--- src/rtl/oflow_value_not_valid.sv ---
// Single-clock show-ahead FIFO with a selectable full-push policy ("REPLACE"/"IGNORE"),
// static policy validation and overflow/underflow tracking. Define OFLOW_VALUE_NOT_VALID_STATS_EN for event counters.
module oflow_value_not_valid #(
    parameter string OFLOW = "REPLACE",
    parameter int    WIDTH = 8,
    parameter int    DEPTH = 4,
    parameter int    CNTW  = 8
) (
    input  logic             clk,
    input  logic             reset,
    input  logic [WIDTH-1:0] wdata,
    input  logic             wstore,
    input  logic             rread,
    output logic [WIDTH-1:0] rdata,
    output logic             empty,
    output logic             full,
    output logic             overflow,
    output logic             underflow,
    output logic [DEPTH-1:0] level,
    output logic             oflow_err,
    output logic             cfg_err,
    output logic [CNTW-1:0]  oflow_cnt,
    output logic [CNTW-1:0]  uflow_cnt
);

    localparam int NELEM       = 1 << DEPTH;
    localparam bit POL_REPLACE = (OFLOW == "REPLACE");
    localparam bit POL_IGNORE  = (OFLOW == "IGNORE");

    logic [WIDTH-1:0] mem [NELEM];
    logic [DEPTH-1:0] wpos;
    logic [DEPTH-1:0] rpos;
    logic             do_push;
    logic             do_pop;
    logic             do_replace;

    assign empty     = (wpos == rpos);
    assign full      = ((wpos + DEPTH'(1)) == rpos);
    assign level     = wpos - rpos;
    assign overflow  = wstore & full & ~rread;
    assign underflow = rread & empty;
    assign cfg_err   = !(POL_REPLACE || POL_IGNORE);

    // A full FIFO still accepts a push when a pop frees a slot in the same cycle.
    assign do_pop     = rread & ~empty;
    assign do_push    = wstore & (~full | rread);
    assign do_replace = overflow & POL_REPLACE;

    assign rdata = mem[rpos];

    always_ff @(posedge clk or negedge reset) begin
        if (!reset) begin
            wpos <= '0;
            rpos <= '0;
        end else begin
            if (do_push) wpos <= wpos + DEPTH'(1);
            if (do_pop)  rpos <= rpos + DEPTH'(1);
        end
    end

    // Storage is deliberately not reset; REPLACE rewrites the newest entry in place.
    always_ff @(posedge clk) begin
        if (do_push)
            mem[wpos] <= wdata;
        else if (do_replace)
            mem[wpos - DEPTH'(1)] <= wdata;
    end

    always_ff @(posedge clk or negedge reset) begin
        if (!reset)
            oflow_err <= 1'b0;
        else if (overflow)
            oflow_err <= 1'b1;
    end

`ifdef OFLOW_VALUE_NOT_VALID_STATS_EN
    logic [CNTW-1:0] ocnt_q;
    logic [CNTW-1:0] ucnt_q;

    // Both counters stop at all-ones instead of wrapping.
    always_ff @(posedge clk or negedge reset) begin
        if (!reset) begin
            ocnt_q <= '0;
            ucnt_q <= '0;
        end else begin
            if (overflow && (ocnt_q != {CNTW{1'b1}}))  ocnt_q <= ocnt_q + CNTW'(1);
            if (underflow && (ucnt_q != {CNTW{1'b1}})) ucnt_q <= ucnt_q + CNTW'(1);
        end
    end

    assign oflow_cnt = ocnt_q;
    assign uflow_cnt = ucnt_q;
`else
    assign oflow_cnt = '0;
    assign uflow_cnt = '0;
`endif

endmodule

--- config.mk ---
export PLATFORM = sky130hd
export DESIGN_NAME = oflow_value_not_valid
export DESIGN_NICKNAME = d
export VERILOG_FILES = /design/src/rtl/oflow_value_not_valid.sv
export SDC_FILE = /design/constraint.sdc
export NUM_CORES = 1
export LEC_CHECK = 0
export CAP_MARGIN = 0
export CORE_ASPECT_RATIO = 0.5
export CORE_MARGIN = 2
export CORE_UTILIZATION = 50
export DETAILED_ROUTE_END_ITERATION = 6
export HOLD_SLACK_MARGIN = 0.08
export PLACE_DENSITY = 0.7
export SKIP_LAST_GASP = 1
export SLEW_MARGIN = 20
export SYNTH_ARGS = -nofsm -noshare
export SYNTH_HDL_FRONTEND = slang
export SYNTH_SLANG_ARGS = --single-unit
export TNS_END_PERCENT = 20
--- constraint.sdc ---
create_clock -name clk -period 8.6 [get_ports clk]
set_input_delay 1.72 -clock clk [delete_from_list [all_inputs] [get_ports clk]]
set_output_delay 1.72 -clock clk [all_outputs]
set_load 0.005 [all_outputs]
==> results of run 1 <==
## cells by family after synthesis
kind of cell | after synthesis | share of synthesized area (%)
other cells | 1 | 0.0632
mux | 42 | 15.6
xor+xnor | 14 | 2.74
buf+inv | 43 | 3.88
flops | 137 | 68.6
simple gates | 33 | 3.20
fa+ha+maj | 7 | 1.60
compound gates | 34 | 4.39
## report_power, final
group	leakage, nW	total (W)	internal (W)	switching [W]
registers	1.26	0.000909	0.000827	0.0000819
clock network	0.274	0.000702	0.000445	0.000257
logic	0.785	0.000929	0.000484	0.000445
## final timing paths
kind	from	end	slack (ns)	cells past startpoint
max	rread	overflow	3.53	4
min	oflow_err$_DFFE_PN0P_	oflow_err$_DFFE_PN0P_	0.46	1
max reg2reg	wpos[1]$_DFFE_PN0P_	mem[7][1]$_DFFE_PP_	4.96	6
min reg2reg	oflow_err$_DFFE_PN0P_	oflow_err$_DFFE_PN0P_	0.46	1
max in group asynchronous	reset	rpos[0]$_DFFE_PN0P_	6.65	1
min in group asynchronous	reset	rpos[2]$_DFFE_PN0P_	1.61	1
## worst reg2reg max path, stage by stage, from the launching register on
cell,delay [ns]
dfrtp_1,0.54
inv_1,0.17
ha_1,0.40
xnor2_1,0.21
nand3_1,0.38
or3b_2,0.66
a22oi_1,0.90
## Yosys cell counts (2+ instances only)
cell type	instances
nor2b_1	3
dfrtp_1	9
and3_1	2
o311ai_0	3
mux4_2	40
inv_1	10
nand3_1	7
buf_4	17
buf_2	4
nor3_1	2
o31ai_1	4
a22oi_1	16
nand4_1	5
clkbuf_1	10
mux2_2	2
nor2_1	6
o311ai_1	5
xnor2_1	9
o21ai_0	2
xor2_1	2
ha_1	6
edfxtp_1	128
## final cells by class
class / instances / area (um^2)
Inverter: 11 / 41.3
Sequential cell: 137 / 4070
Clock inverter: 11 / 133
Tap cell: 165 / 206
Timing Repair Buffer: 42 / 385
Fill cell: 845 / 4740
Clock buffer: 18 / 429
Multi-Input combinational cell: 147 / 1700
## registers in the layout, summed over array words and instances (netlist names)
| signal | flops |
|---|---|
| oflow_err | 1 |
| mem | 128 |
| wpos | 4 |
| rpos | 4 |
## layer usage
layer / wire (um) / global-route usage (%)
met5: 0 / 0
met4: 170 / 5.86
met3: 1090 / 6.08
met2: 5610 / 32.1
met1: 5100 / 28.8
## metrics by stage
step	instances	power (W)	utilization [%]	worst slack (ns)	hold WS [ns]
global route	531	0.00267	59.5	3.41	0.509
detailed placement	502	0.00185	54.7	3.52	0.454
CTS	531	0.00255	59.5	3.54	0.467
finish	531	0.00254	59.5	3.53	0.462
floorplan	327	0.00151	-	4.57	0.465
global placement	502	0.00182	54.7	3.58	0.455
==> key figures, run 1 <==
Drt
  • DR vias/cell: 5.98
  • Residual DRC: 0
  • Initial DRC Count: 314
  • Post-route ant nets: 0
  • 1st-pass router iterations: 5
  • Final WL: 12000 um
  • Routed vias: 3173
  • Routed len/inst: 22.5 um

STA
  • Clock Skew: 0.00884 ns
  • Final setup viols: 0
  • Max-slew headroom: 22.8%
  • RSZ-0062 raised after global routing: false
  • Worst-Margin Slew: 1.16 ns
  • Post-Route Setup TNS: 0 ns
  • Final worst path period need: 5.07 ns
  • Final Max Slew Viols: 0
  • Crit share post-route: 59.0%
  • Count of final hold-check violations: 0
  • Fmax: 197 MHz

Die
  • Die Span Y: 81.0 um
  • # rows: 28
  • Starting Density: 50.7%
  • # IOs: 46
  • Width of the die: 158 um
  • Core Area: 0.0117 mm^2
  • DIE AREA: 0.0128 mm^2

Clock network
  • Skew-Pair Late Insertion Delay: 0.42 ns
  • CTS tree: yes
  • Post_cts resized: 0
  • Post-CTS setup buffer count: 0
  • Max H-tree Level: 4
  • CTS sink cnt: 137
  • CTS Buf Count: 17
  • Root Buffer: clkbuf_16
  • Hold buffer count at cts: 0
  • Clk slew on worst S/H paths: 0.05 ns
  • Clk buf depth: 2

Worst setup path
  • Worst path max stage delay: 0.59 ns
  • Startpoint types: input pin
  • Max Fanout on Critical Path: 11
  • WP buf/inv: 2
  • Worst Setup End Kind: output pin
  • CP Cell Sequence: clkdlybuf4s50_1 -> nor2b_1 -> and3_1 -> clkdlybuf4s50_1
  • Critical path's top delay family: buffers and inverters
  • Slowest cell on crit path: clkdlybuf4s50_1
  • Crit path top cell by count: clkdlybuf4s50_1
  • CP required: 6.88 ns
  • CP Data Arrival Time: 3.35 ns
  • Kind of critical path: input pin to output pin

GRT
  • Initial antenna violation count: 0
  • Gr usage total: 20.6%
  • First-pass GRT wire length: 18500 um
  • Vias in the first global route: 3131
  • Largest net degree at the start of global routing: 33
  • Grt ovf: 0

Final layout
  • Layout cell share with drive strength beyond 1: 24.0%
  • Inserted Diodes: 0
  • Fin area: 0.00696 mm^2
  • Highest-count cells in the layout ignoring fill and taps: edfxtp_1 (128), mux4_2 (40), clkdlybuf4s50_1 (28)
  • Most common cell after layout, fill and taps aside: edfxtp_1
  • Fin nets: 375
  • Synth-to-Final Area Change: 17.3%

Synthesis
  • Main flop type after synthesis: edfxtp_1
  • Post-synth EDFFs: 128
  • Async SR Flop Fraction: 6.57%
  • Area leader, netlist: edfxtp_1
  • Cells after Synth: 311
  • Synthesized area per cell: 19.1 um^2
  • Yosys reg bits: 137
  • Sequential-to-total area share from yosys stat: 68.6%
  • Share of the synthesized area in the top cell type: 64.8%
  • Synth warn: 0
  • Top post-synthesis cells by area: edfxtp_1 (65%), mux4_2 (15%), dfrtp_1 (3.8%)
  • Mapped Area: 0.00593 mm^2
  • Yosys cell types: 41

Placed design
  • Port bufs: 28
  • Final HPWL DP: 7470 um
  • Dpl cell area: 0.00640 mm^2
  • GPL Wtd Cong: 0.947

Flow run
  • # Max-Cap Violations: 0

Min path
  • Worst hold path class: flip-flop to flip-flop

Power and ir drop
  • LEAKAGE: 2.32 nW
  • Peak VDD IR: 268 uV
  • Power Density: 365 mW/mm^2

Outcome
  • Run status: complete, no violations
Power figures use the tool's default switching activity.
==> run 2, diff against run 1 <==
==> constraint.sdc (replaced) <==
create_clock -name clk -period 4.85 [get_ports clk]
set_input_delay 0.97 -clock clk [delete_from_list [all_inputs] [get_ports clk]]
set_output_delay 0.97 -clock clk [all_outputs]
set_load 0.005 [all_outputs]
==> key figures, run 2 (synthesized netlist as in run 1, its figures left out) <==
Placed design
  • Pre-CTS setup slack: 1.06 ns
  • GPL Wtd Cong: 0.932
  • Final HPWL DP: 7830 um
  • Port bufs: 28

Final layout
  • Inserted Diodes: 0
  • Largest regs: mem x128, rpos x4, wpos x4
  • Top reg by flops: mem
  • Most common cell after layout, fill and taps aside: edfxtp_1
  • Highest-count cells in the layout ignoring fill and taps: edfxtp_1 (128), mux4_2 (40), clkdlybuf4s50_1 (28)
  • Core Util, Final: 60.3%
  • Synth-to-Final Area Change: 18.8%
  • Number of fill cells in the layout: 840
  • Fin nets: 376
  • Layout cell share with drive strength beyond 1: 25.5%
  • Number of flip-flops in the largest register: 128

Worst setup path
  • CP Data Arrival Time: 2.92 ns
  • Max Fanout on Critical Path: 13
  • Crit path top cell by count: mux4_2
  • FF-to-FF setup slack: 1.30 ns
  • Worst Setup End Kind: output pin
  • CP Cell Sequence: buf_4 -> mux4_2 -> mux4_2 -> clkdlybuf4s50_1
  • CP required: 3.88 ns
  • Kind of critical path: flip-flop to output pin
  • Reg2reg path depth: 6
  • Worst R2R Start: rpos[0]$_DFFE_PN0P_
  • Startpoint types: flip-flop
  • Worst path max stage delay: 0.63 ns
  • Slowest cell on crit path: dfrtp_2
  • FF-to-FF End: mem[4][3]$_DFFE_PP_

Die
  • # rows: 28
  • Width of the die: 158 um
  • # IOs: 46
  • Core Area: 0.0117 mm^2
  • DIE AREA: 0.0128 mm^2
  • Starting Density: 50.7%
  • Die Span Y: 81.0 um

Drt
  • Initial DRC Count: 305
  • Met2 WL: 5810 um
  • Residual DRC: 0
  • Post-route ant nets: 0
  • Routed len/inst: 23.4 um
  • Met3 wire len: 1050 um
  • Routed vias: 3206
  • Wl on met1: 5450 um
  • Max layer used: met4
  • Final WL: 12500 um
  • DR vias/cell: 6.00
  • 1st-pass router iterations: 5

Clock network
  • Clk slew on worst S/H paths: 0.06 ns
  • Post_cts resized: 0
  • Hold buffer count at cts: 0
  • Clk buf depth: 2
  • Post-CTS setup buffer count: 0
  • Max H-tree Level: 4
  • CTS tree: yes
  • CTS sink cnt: 137
  • Skew-Pair Late Insertion Delay: 0.42 ns
  • Root Buffer: clkbuf_16
  • CTS Buf Count: 17

STA
  • RSZ-0062 raised after global routing: false
  • Fmax: 257 MHz
  • Final setup viols: 0
  • Final Max Slew Viols: 0
  • Max-slew headroom: 37.1%
  • Post-Route Setup TNS: 0 ns
  • Crit share post-route: 80.1%
  • Final setup margin: 0.965 ns
  • Clock Skew: 0.00759 ns
  • Final worst path period need: 3.89 ns
  • Worst-Margin Slew: 0.944 ns
  • Hold WS: 0.468 ns
  • Count of final hold-check violations: 0

Power and ir drop
  • LEAKAGE: 2.36 nW
  • Power Density: 666 mW/mm^2
  • Peak VDD IR: 463 uV
  • Total power: 0.00469 W

Outcome
  • Run status: complete, no violations

Min path
  • Hold-critical path depth: 1
  • Worst hold path class: flip-flop to flip-flop
  • Hold path start: oflow_err$_DFFE_PN0P_
  • Hold EP: oflow_err$_DFFE_PN0P_

GRT
  • Vias in the first global route: 3118
  • Initial antenna violation count: 0
  • Gr usage total: 21.1%
  • First-pass GRT wire length: 18600 um
  • Largest net degree at the start of global routing: 34
  • Grt ovf: 0

Flow run
  • # Max-Cap Violations: 0
run 2: worst max path at each step:
stage / cells past startpoint / slack [ns] / start / to
after CTS: 4 / 0.88 / rpos[0]$_DFFE_PN0P_ / rdata[7]
after global routing: 4 / 0.78 / rpos[0]$_DFFE_PN0P_ / rdata[4]
after global placement: 5 / 1.20 / rread / mem[6][6]$_DFFE_PP_
after detailed placement: 5 / 1.06 / rread / mem[4][5]$_DFFE_PP_
final: 4 / 0.96 / rpos[0]$_DFFE_PN0P_ / rdata[4]
after floorplan: 8 / 1.88 / wpos[0]$_DFFE_PN0P_ / mem[5][0]$_DFFE_PP_
run 2: layout make-up:
class                           instances  area (um^2)  area share [%]
Sequential cell                       137         4070            57.7
Multi-Input combinational cell        147         1700            24.0
Clock buffer                           17          425            6.03
Timing Repair Buffer                   43          393            5.57
Clock inverter                         14          221            3.14
Tap cell                              165          206            2.93
Inverter                               11         41.3           0.585
run 2: worst max-delay path, delay by kind of cell (launching register included):
| kind | cells | cell delay (ns) |
|---|---|---|
| muxes | 2 | 1.03 |
| DFF | 1 | 0.63 |
| buffers and inverters | 2 | 0.81 |
run 2: per-stage QoR:
step | area (um^2) | instances
2_1_floorplan | 5990 | 327
5_1_grt | 7050 | 534
6_report | 7050 | 534
4_1_cts | 7050 | 534
3_5_place_dp | 6410 | 503
3_3_place_gp | 6410 | 503
run 2: metal layers:
| layer | up-vias | track usage (%) |
|---|---|---|
| li1 | 1345 | - |
| met1 | 1656 | 30.4 |
| met2 | 180 | 31.3 |
| met3 | 25 | 6.40 |
| met4 | 0 | 7.12 |
| met5 | - | 0 |
run 2: where the power goes:
| group | leakage (nW) | total (W) | internal (W) | switching, W |
|---|---|---|---|---|
| logic | 0.790 | 0.00165 | 0.000866 | 0.000786 |
| clock network | 0.313 | 0.00141 | 0.000915 | 0.000496 |
| registers | 1.26 | 0.00163 | 0.00146 | 0.000167 |
| total | 2.36 | 0.00469 | 0.00325 | 0.00145 |
